## src/rtl/adc78h90_scanner.sv

```systemverilog
// adc78h90_scanner: scans ADC78H90 channels 0..NCH-1 over SPI.
// Each frame is 16 SCLK periods with nADCCS low. The control word carries the
// next address. The result read in a frame belongs to the address sent in the
// previous frame.
// Output handshake: data_valid is a one-clk strobe with no back-pressure.
// data_chan and data are valid in that clk and hold until the next strobe.
module adc78h90_scanner #(
    parameter int SCLK_HALF = 4,
    parameter int NCH       = 4,
    parameter int GAP       = 8
) (
    input  logic        clk,
    input  logic        rst_n,
    input  logic        enable,
    output logic        nADCCS,
    output logic        ADCCLK,
    output logic        ADCMOSI,
    input  logic        ADCMISO,
    output logic        data_valid,
    output logic [2:0]  data_chan,
    output logic [11:0] data,
    output logic        busy,
    output logic [1:0]  state_dbg
);

    localparam logic [7:0] DIV_LAST  = 8'(SCLK_HALF - 1);
    localparam logic [7:0] GAP_LAST  = 8'(GAP - 1);
    localparam logic [2:0] ADDR_LAST = 3'(NCH - 1);

    typedef enum logic [1:0] {
        IDLE  = 2'd0,
        FRAME = 2'd1,
        GAPW  = 2'd2
    } state_t;

    state_t      state, state_nx;
    logic [7:0]  div_cnt;
    logic [7:0]  gap_cnt;
    logic [4:0]  half_idx;
    logic [4:0]  half_nx;
    logic [2:0]  addr;
    logic [2:0]  prev_addr;
    logic [2:0]  pend_chan;
    logic [15:0] shift;
    logic [15:0] ctrl_word;
    logic        primed;
    logic        pend_out;
    logic        half_end;
    logic        frame_end;
    logic        gap_end;
    logic        start_frame;
    logic        go_idle;
    logic        unused_lead;

    // The ADC's four leading bits are shifted in but never used.
    assign unused_lead = ^shift[15:12];

    assign busy      = (state != IDLE);
    assign state_dbg = state;

    // Frame timing decodes and next-state selection.
    always_comb begin
        half_end    = (state == FRAME) && (div_cnt == DIV_LAST);
        frame_end   = half_end && (half_idx == 5'd31);
        gap_end     = (state == GAPW) && (gap_cnt == GAP_LAST);
        start_frame = enable && ((state == IDLE) || gap_end);
        go_idle     = gap_end && !enable;
        half_nx     = half_idx + 5'd1;
        ctrl_word   = {2'b00, addr, 11'b0};
        state_nx    = state;
        case (state)
            IDLE:    if (enable) state_nx = FRAME;
            FRAME:   if (frame_end) state_nx = GAPW;
            GAPW:    if (gap_end) state_nx = enable ? FRAME : IDLE;
            default: state_nx = IDLE;
        endcase
    end

    // State register.
    always_ff @(posedge clk or negedge rst_n) begin
        if (!rst_n) begin
            state <= IDLE;
        end else begin
            state <= state_nx;
        end
    end

    // SPI waveform generation, MISO capture, address sequencing and result strobe.
    always_ff @(posedge clk or negedge rst_n) begin
        if (!rst_n) begin
            nADCCS     <= 1'b1;
            ADCCLK     <= 1'b1;
            ADCMOSI    <= 1'b0;
            data_valid <= 1'b0;
            data       <= 12'd0;
            data_chan  <= 3'd0;
            div_cnt    <= 8'd0;
            gap_cnt    <= 8'd0;
            half_idx   <= 5'd0;
            addr       <= 3'd0;
            prev_addr  <= 3'd0;
            pend_chan  <= 3'd0;
            shift      <= 16'd0;
            primed     <= 1'b0;
            pend_out   <= 1'b0;
        end else begin
            data_valid <= 1'b0;
            pend_out   <= 1'b0;
            if (pend_out) begin
                data_valid <= 1'b1;
                data       <= shift[11:0];
                data_chan  <= pend_chan;
            end

            if (start_frame) begin
                nADCCS   <= 1'b0;
                ADCCLK   <= 1'b1;
                div_cnt  <= 8'd0;
                half_idx <= 5'd0;
            end

            if (state == FRAME) begin
                if (!half_end) begin
                    div_cnt <= div_cnt + 8'd1;
                end else if (frame_end) begin
                    // The final rising edge coincides with nADCCS going high.
                    nADCCS    <= 1'b1;
                    ADCCLK    <= 1'b1;
                    shift     <= {shift[14:0], ADCMISO};
                    gap_cnt   <= 8'd0;
                    pend_out  <= primed;
                    pend_chan <= prev_addr;
                    prev_addr <= addr;
                    addr      <= (addr == ADDR_LAST) ? 3'd0 : addr + 3'd1;
                    primed    <= 1'b1;
                end else begin
                    div_cnt  <= 8'd0;
                    half_idx <= half_nx;
                    ADCCLK   <= ~half_nx[0];
                    if (half_nx[0]) begin
                        // Falling edge: present the next control bit.
                        ADCMOSI <= ctrl_word[4'd15 - half_nx[4:1]];
                    end else begin
                        // Rising edge: capture the ADC output bit.
                        shift <= {shift[14:0], ADCMISO};
                    end
                end
            end

            if (state == GAPW) begin
                gap_cnt <= gap_cnt + 8'd1;
            end

            // Leaving the scan restarts at address 0 with a discarded first frame.
            if (go_idle) begin
                addr   <= 3'd0;
                primed <= 1'b0;
            end
        end
    end

endmodule

```

## config.mk

```make
export PLATFORM = sky130hd
export DESIGN_NAME = adc78h90_scanner
export DESIGN_NICKNAME = d
export VERILOG_FILES = /design/src/rtl/adc78h90_scanner.sv
export SDC_FILE = /design/constraint.sdc
export NUM_CORES = 1
export LEC_CHECK = 0
export ABC_AREA = 1
export ABC_CLOCK_PERIOD_IN_PS = 2750
export CORE_ASPECT_RATIO = 0.6
export CORE_MARGIN = 2
export CORE_UTILIZATION = 40
export DETAILED_ROUTE_END_ITERATION = 10
export SYNTH_ARGS = -nofsm -noshare
export SYNTH_HDL_FRONTEND = slang
export SYNTH_SLANG_ARGS = --single-unit
```

## constraint.sdc

```tcl
create_clock -name clk -period 2.75 [get_ports clk]
set_input_delay 0.55 -clock clk [delete_from_list [all_inputs] [get_ports clk]]
set_output_delay 0.55 -clock clk [all_outputs]
set_load 0.02 [all_outputs]
```

* After elaboration in Yosys (flattened, before gate mapping) *
Index checks and enable logic that the tools add are counted.

operators by class
  equality and inequality tests = 10
  $lt $le $gt $ge = 1
  bitwise logic cells = 2
  add/subtract/negate cells = 5
  reduce and logical (&&, ||, !) cells = 21
  muxes and demuxes = 42

operators by type and width
  operator                                                               number
  8-bit 2-to-1 mux                                                       8
  12-bit 2-to-1 mux                                                      2
  5-bit 2-to-1 mux                                                       4
  1-bit 2-to-1 mux                                                       18
  8-bit by 1-bit adder with 8-bit output, second input constant          2
  3-bit 2-to-1 mux                                                       5
  3-bit AND reduction                                                    5
  2-bit nonzero test                                                     7
  8-bit by 2-bit equality test with 1-bit output, second input constant  1
  8-bit by 3-bit equality test with 1-bit output, second input constant  1
  2-bit 2-to-1 mux                                                       3
  2-bit != test, second input constant                                   3
  2-bit one-hot mux with 3 select lines                                  1
  5-bit by 1-bit adder with 5-bit output, second input constant          1
  5-bit equality test, second input constant                             1
  1-bit logical AND                                                      5
  4-bit by 5-bit < comparator with 1-bit output, second input constant   1
  1-bit binary-select mux with 4-bit select                              1
  4-bit AND reduction                                                    1
  4-bit subtractor, first input constant                                 1
  3-bit by 1-bit adder with 3-bit output, second input constant          1
  3-bit by 2-bit equality test with 1-bit output, second input constant  1
  2-bit by 1-bit equality test with 1-bit output, second input constant  1
  2-bit equality test, second input constant                             1
  5 further kinds                                                        6

word-level totals
  bits in registers = 65
  word-level logic and storage cells = 97
  output and inout port bits = 22
  input port bits = 4

* Depth between registers and ports, before layout *
  word-level depth = 8
  gate-level depth with buffers = 11
  depth with buffers taken out = 10

* Least setup slack after synthesis *
No wires, ideal clock.

  kind = reg-to-reg
  from = reg half_idx[0]
  to = reg state[0] (netlist: state_dbg[0])
  path buffers = 0
  setup time = 0.118 ns
  clock period less this slack = 1.737 ns
  stages on the path, launching flop included = 10
  arrival time = 1.619 ns
  path slack = 1.013 ns
  required time = 2.632 ns
  cells stage by stage = dfrtp_1 > ha_1 > nand2_1 > nor2_1 > ha_1 > nand3_1 > nand2_1 > nand2_1 > nand2_1 > nand2_1

on the way
  cells in the longest elaborated chain, start to end = 4

ends and longest elaborated chain
  item                                  line  RTL
  start: declaration                    39    logic [4:0] half_idx;
  start signal: assignment              138   half_idx <= half_nx;
  5-bit equality test                   64    frame_end = half_end && (half_idx == 5'd31);
  1-bit logical AND                     64
  2-bit != test (no source line)        n/a
  3-bit AND reduction (no source line)  n/a
  end signal: assignment                84    state <= state_nx;
  end: declaration                      36    state_t state, state_nx;

Every way passes these cells.
A chain may end at the register's enable or synchronous reset.

* Final worst setup path *
  from = reg half_idx[0]
  to = reg state[1] (netlist: state_dbg[1])

The elaborated chain is that of the path after synthesis.

==> run_results.csv <==
group,metric,value,unit
timing,period_minus_slack,2.357,ns
floorplan,core,0.007914,mm²
routing,dr.pass1.iters,4,
placed_design,dp_slack,0.3763,ns
synth,syn_avg_cell_area,8.573,µm²
cts,clkLatencyLatePin,0.33,ns
routing,antenna_left,0,
timing,hold_slack,0.2145,ns
pwr,swShare,31.16,%
worst_setup_path,required,2.97,ns
placed_design,place_area,0.003650,mm²
timing,relSlewSlack,43.80,%
placed_design,place_congestion,0.8144,
placed_design,io_buffers,25,
pwr,intPower,1.961,mW
floorplan,dieArea,0.008995,mm²
timing,rsz0062_at_grt,"no",
layout,antenna_cells,0,
synth,synth_cells,384,
global_route,grt_pass1_wl,11.41,mm
cts,ctsResizeCount,0,
routing,wl_per_cell,12.22,µm
timing,tns,0,ns
status,status,"completed",
cts,hold_buffers,0,
cts,h-tree-depth,3,
pwr,power,2.848,mW
layout,layout_commonest_cell,"nand2_1",
timing,final_hold_viol_count,0,
timing,setup_violations,0,
cts,clk_pin_slew,0.05,ns
cts,cts_setup_buffers,0,
worst_setup_path,crit_type,"flop to flop",
global_route,first_global_vias,2363,
floorplan,die_h,74.27,µm
cts,numCtsBuffers,9,
worst_setup_path,crit_arrival,2.58,ns
layout,multiInputGateArea,0.001428,mm²
pwr,combPwrFrac,22.0,%
global_route,grtUsageTotal,16.66,%
placed_design,place_inst,512,
synth,yosysUniqueCellTypes,31,
cts,root_buffer,"clkbuf_16",
global_route,grt_max_degree,66,
layout,layout-drive-gt1-share,13.57,%
layout,final_cells,528,
placed_design,dpl.hpwl,4.515,mm
routing,num_vias,2451,
pwr,powerDensity,722.2,mW/mm²
layout,area_growth,19.80,%
pwr,p_sw,887.5,µW
run,drv_cap,0,
floorplan,die_w,121.1,µm
routing,vias_per_cell,4.642,
timing,clock.fmax,0.4243,GHz
pwr,p_leak,1.954,nW
hold_path,hold_class,"input pin to asynchronous set/reset pin",
cts,cts_tree,"yes",
routing,dr.first_iter.drc_count,139,
timing,worstMarginPinSlew,0.8398,ns
worst_setup_path,cp-start-kind,"flop",
floorplan,fp-row-count,25,
timing,layout_setup_ws,0.3932,ns
synth,seq_area_frac_synth,49.49,%
worst_setup_path,crit_fanout,13,
layout,layout_common_cells,"101 x nand2_1, 63 x dfrtp_1, 45 x inv_1",
layout,finish.net_count,429,
global_route,antenna_found_initial,0,
timing,skew,0.004324,ns
global_route,grt.overflow.total,0,
routing,drc,0,
cts,clock_sinks,65,
layout,postLayoutCoreUtil,49.83,%
routing,drt-total-wl,6.450,mm
synth,synth_area,0.003292,mm²
synth,synth_nets,398,
synth,synth_top_cell_by_area,"dfrtp_1",
layout,regArea,0.001629,mm²
pwr,seqPwrFrac,39.3,%
layout,stdcell_area,0.003944,mm²
synth,yosys_warnings,0,
pwr,ir_drop,423.9,µV
synth,ys_ff_latch,65,
layout,final.fill_count,755,
floorplan,ios,26,
cts,clockBufferDepth,2,
synth,synth_top_area_share,47.89,%
floorplan,start_util,41.60,%
synth,synth_top_cells_by_area,"dfrtp_1 48%, nand2_1 12%, nand3_1 5.6%",
worst_setup_path,end_kind,"flop",
timing,min_period_over_period,85.70,%
timing,slew_viol_final,0,
pwr,clockPowerShare,38.7,%
-- routing by layer --
layer | up-vias | part of all wire (%) | track usage [%]
met2 | 39 | 40 | 23.03
met3 | 5 | 4.6 | 6.442
met4 | 0 | 0.87 | 6.072
li1 | 1280 | - | -
met5 | - | 0 | 0
met1 | 1127 | 55 | 23.69
-- flip-flops by register name, summed over array words and instances, names as in the netlist --
register / flops
pend_chan: 3
div_cnt: 8
gap_cnt: 8
pend_out: 1
ADCMOSI: 1
half_idx: 5
data_chan: 3
data: 12
state_dbg: 2
ADCCLK: 1
primed: 1
addr: 3
prev_addr: 3
data_valid: 1
nADCCS: 1
shift: 12
-- power by group through the flow --
stage	Combinational (mW)	Sequential [mW]	Clock, mW
after floorplan	0.435	1.14	0
after global placement	0.622	1.13	0
after detailed placement	0.631	1.13	0
after CTS	0.634	1.12	1.13
after global routing	0.703	1.14	1.18
final	0.627	1.12	1.10
-- cells by family after synthesis --
kind of cell    Yosys count  share of synthesized area (%)
compound gates           39                          7.830
buf+inv                  54                          7.145
xor+xnor                  5                          1.330
flops                    65                          49.49
mux                       4                          1.368
fa+ha+maj                10                          3.801
simple gates            207                          29.04
-- layout make-up --
| cell class | instances | share of cell area (%) |
|---|---|---|
| Clock inverter | 2 | 0.2538 |
| Multi-Input combinational cell | 265 | 36.20 |
| Sequential cell | 65 | 41.31 |
| Inverter | 46 | 4.505 |
| Clock buffer | 14 | 7.202 |
| Timing Repair Buffer | 28 | 7.107 |
| Tap cell | 108 | 3.426 |
-- path summary, 6_finish.rpt --
kind                              startpoint            to  slack, ns  depth (start not counted)
max in group asynchronous              rst_n        ADCCLK       2.20                          2
worst min register to register  prev_addr[0]  pend_chan[0]       0.47                          2
worst min-delay path                   rst_n    gap_cnt[6]       0.21                          2
min in group clk                prev_addr[0]  pend_chan[0]       0.47                          2
worst max-delay path             half_idx[0]  state_dbg[1]       0.39                          9
worst max register to register   half_idx[0]  state_dbg[1]       0.39                          9
-- synthesized netlist by cell type, drive strengths merged --
cell type  number
xor2            4
ha             10
inv            46
dfrtp          63
nand4           3
dfstp           2
nor3            3
o21ai          21
or2             1
xnor2           1
nor2           46
nand3          40
o21bai          1
clkbuf          3
nand2         112
buf             5
a21oi          17
mux2            4
nand3b          2
-- critical path, stage by stage (launching register included) --
cell and delay (ns):
dfrtp_1 0.52, ha_1 0.22, nand2_1 0.11, nor2_1 0.14
ha_1 0.34, nand3_1 0.41, nand2_1 0.29, nand2_1 0.10
nand2_1 0.06, nand2_1 0.04
No activity file was read; power rests on OpenSTA's default activity.
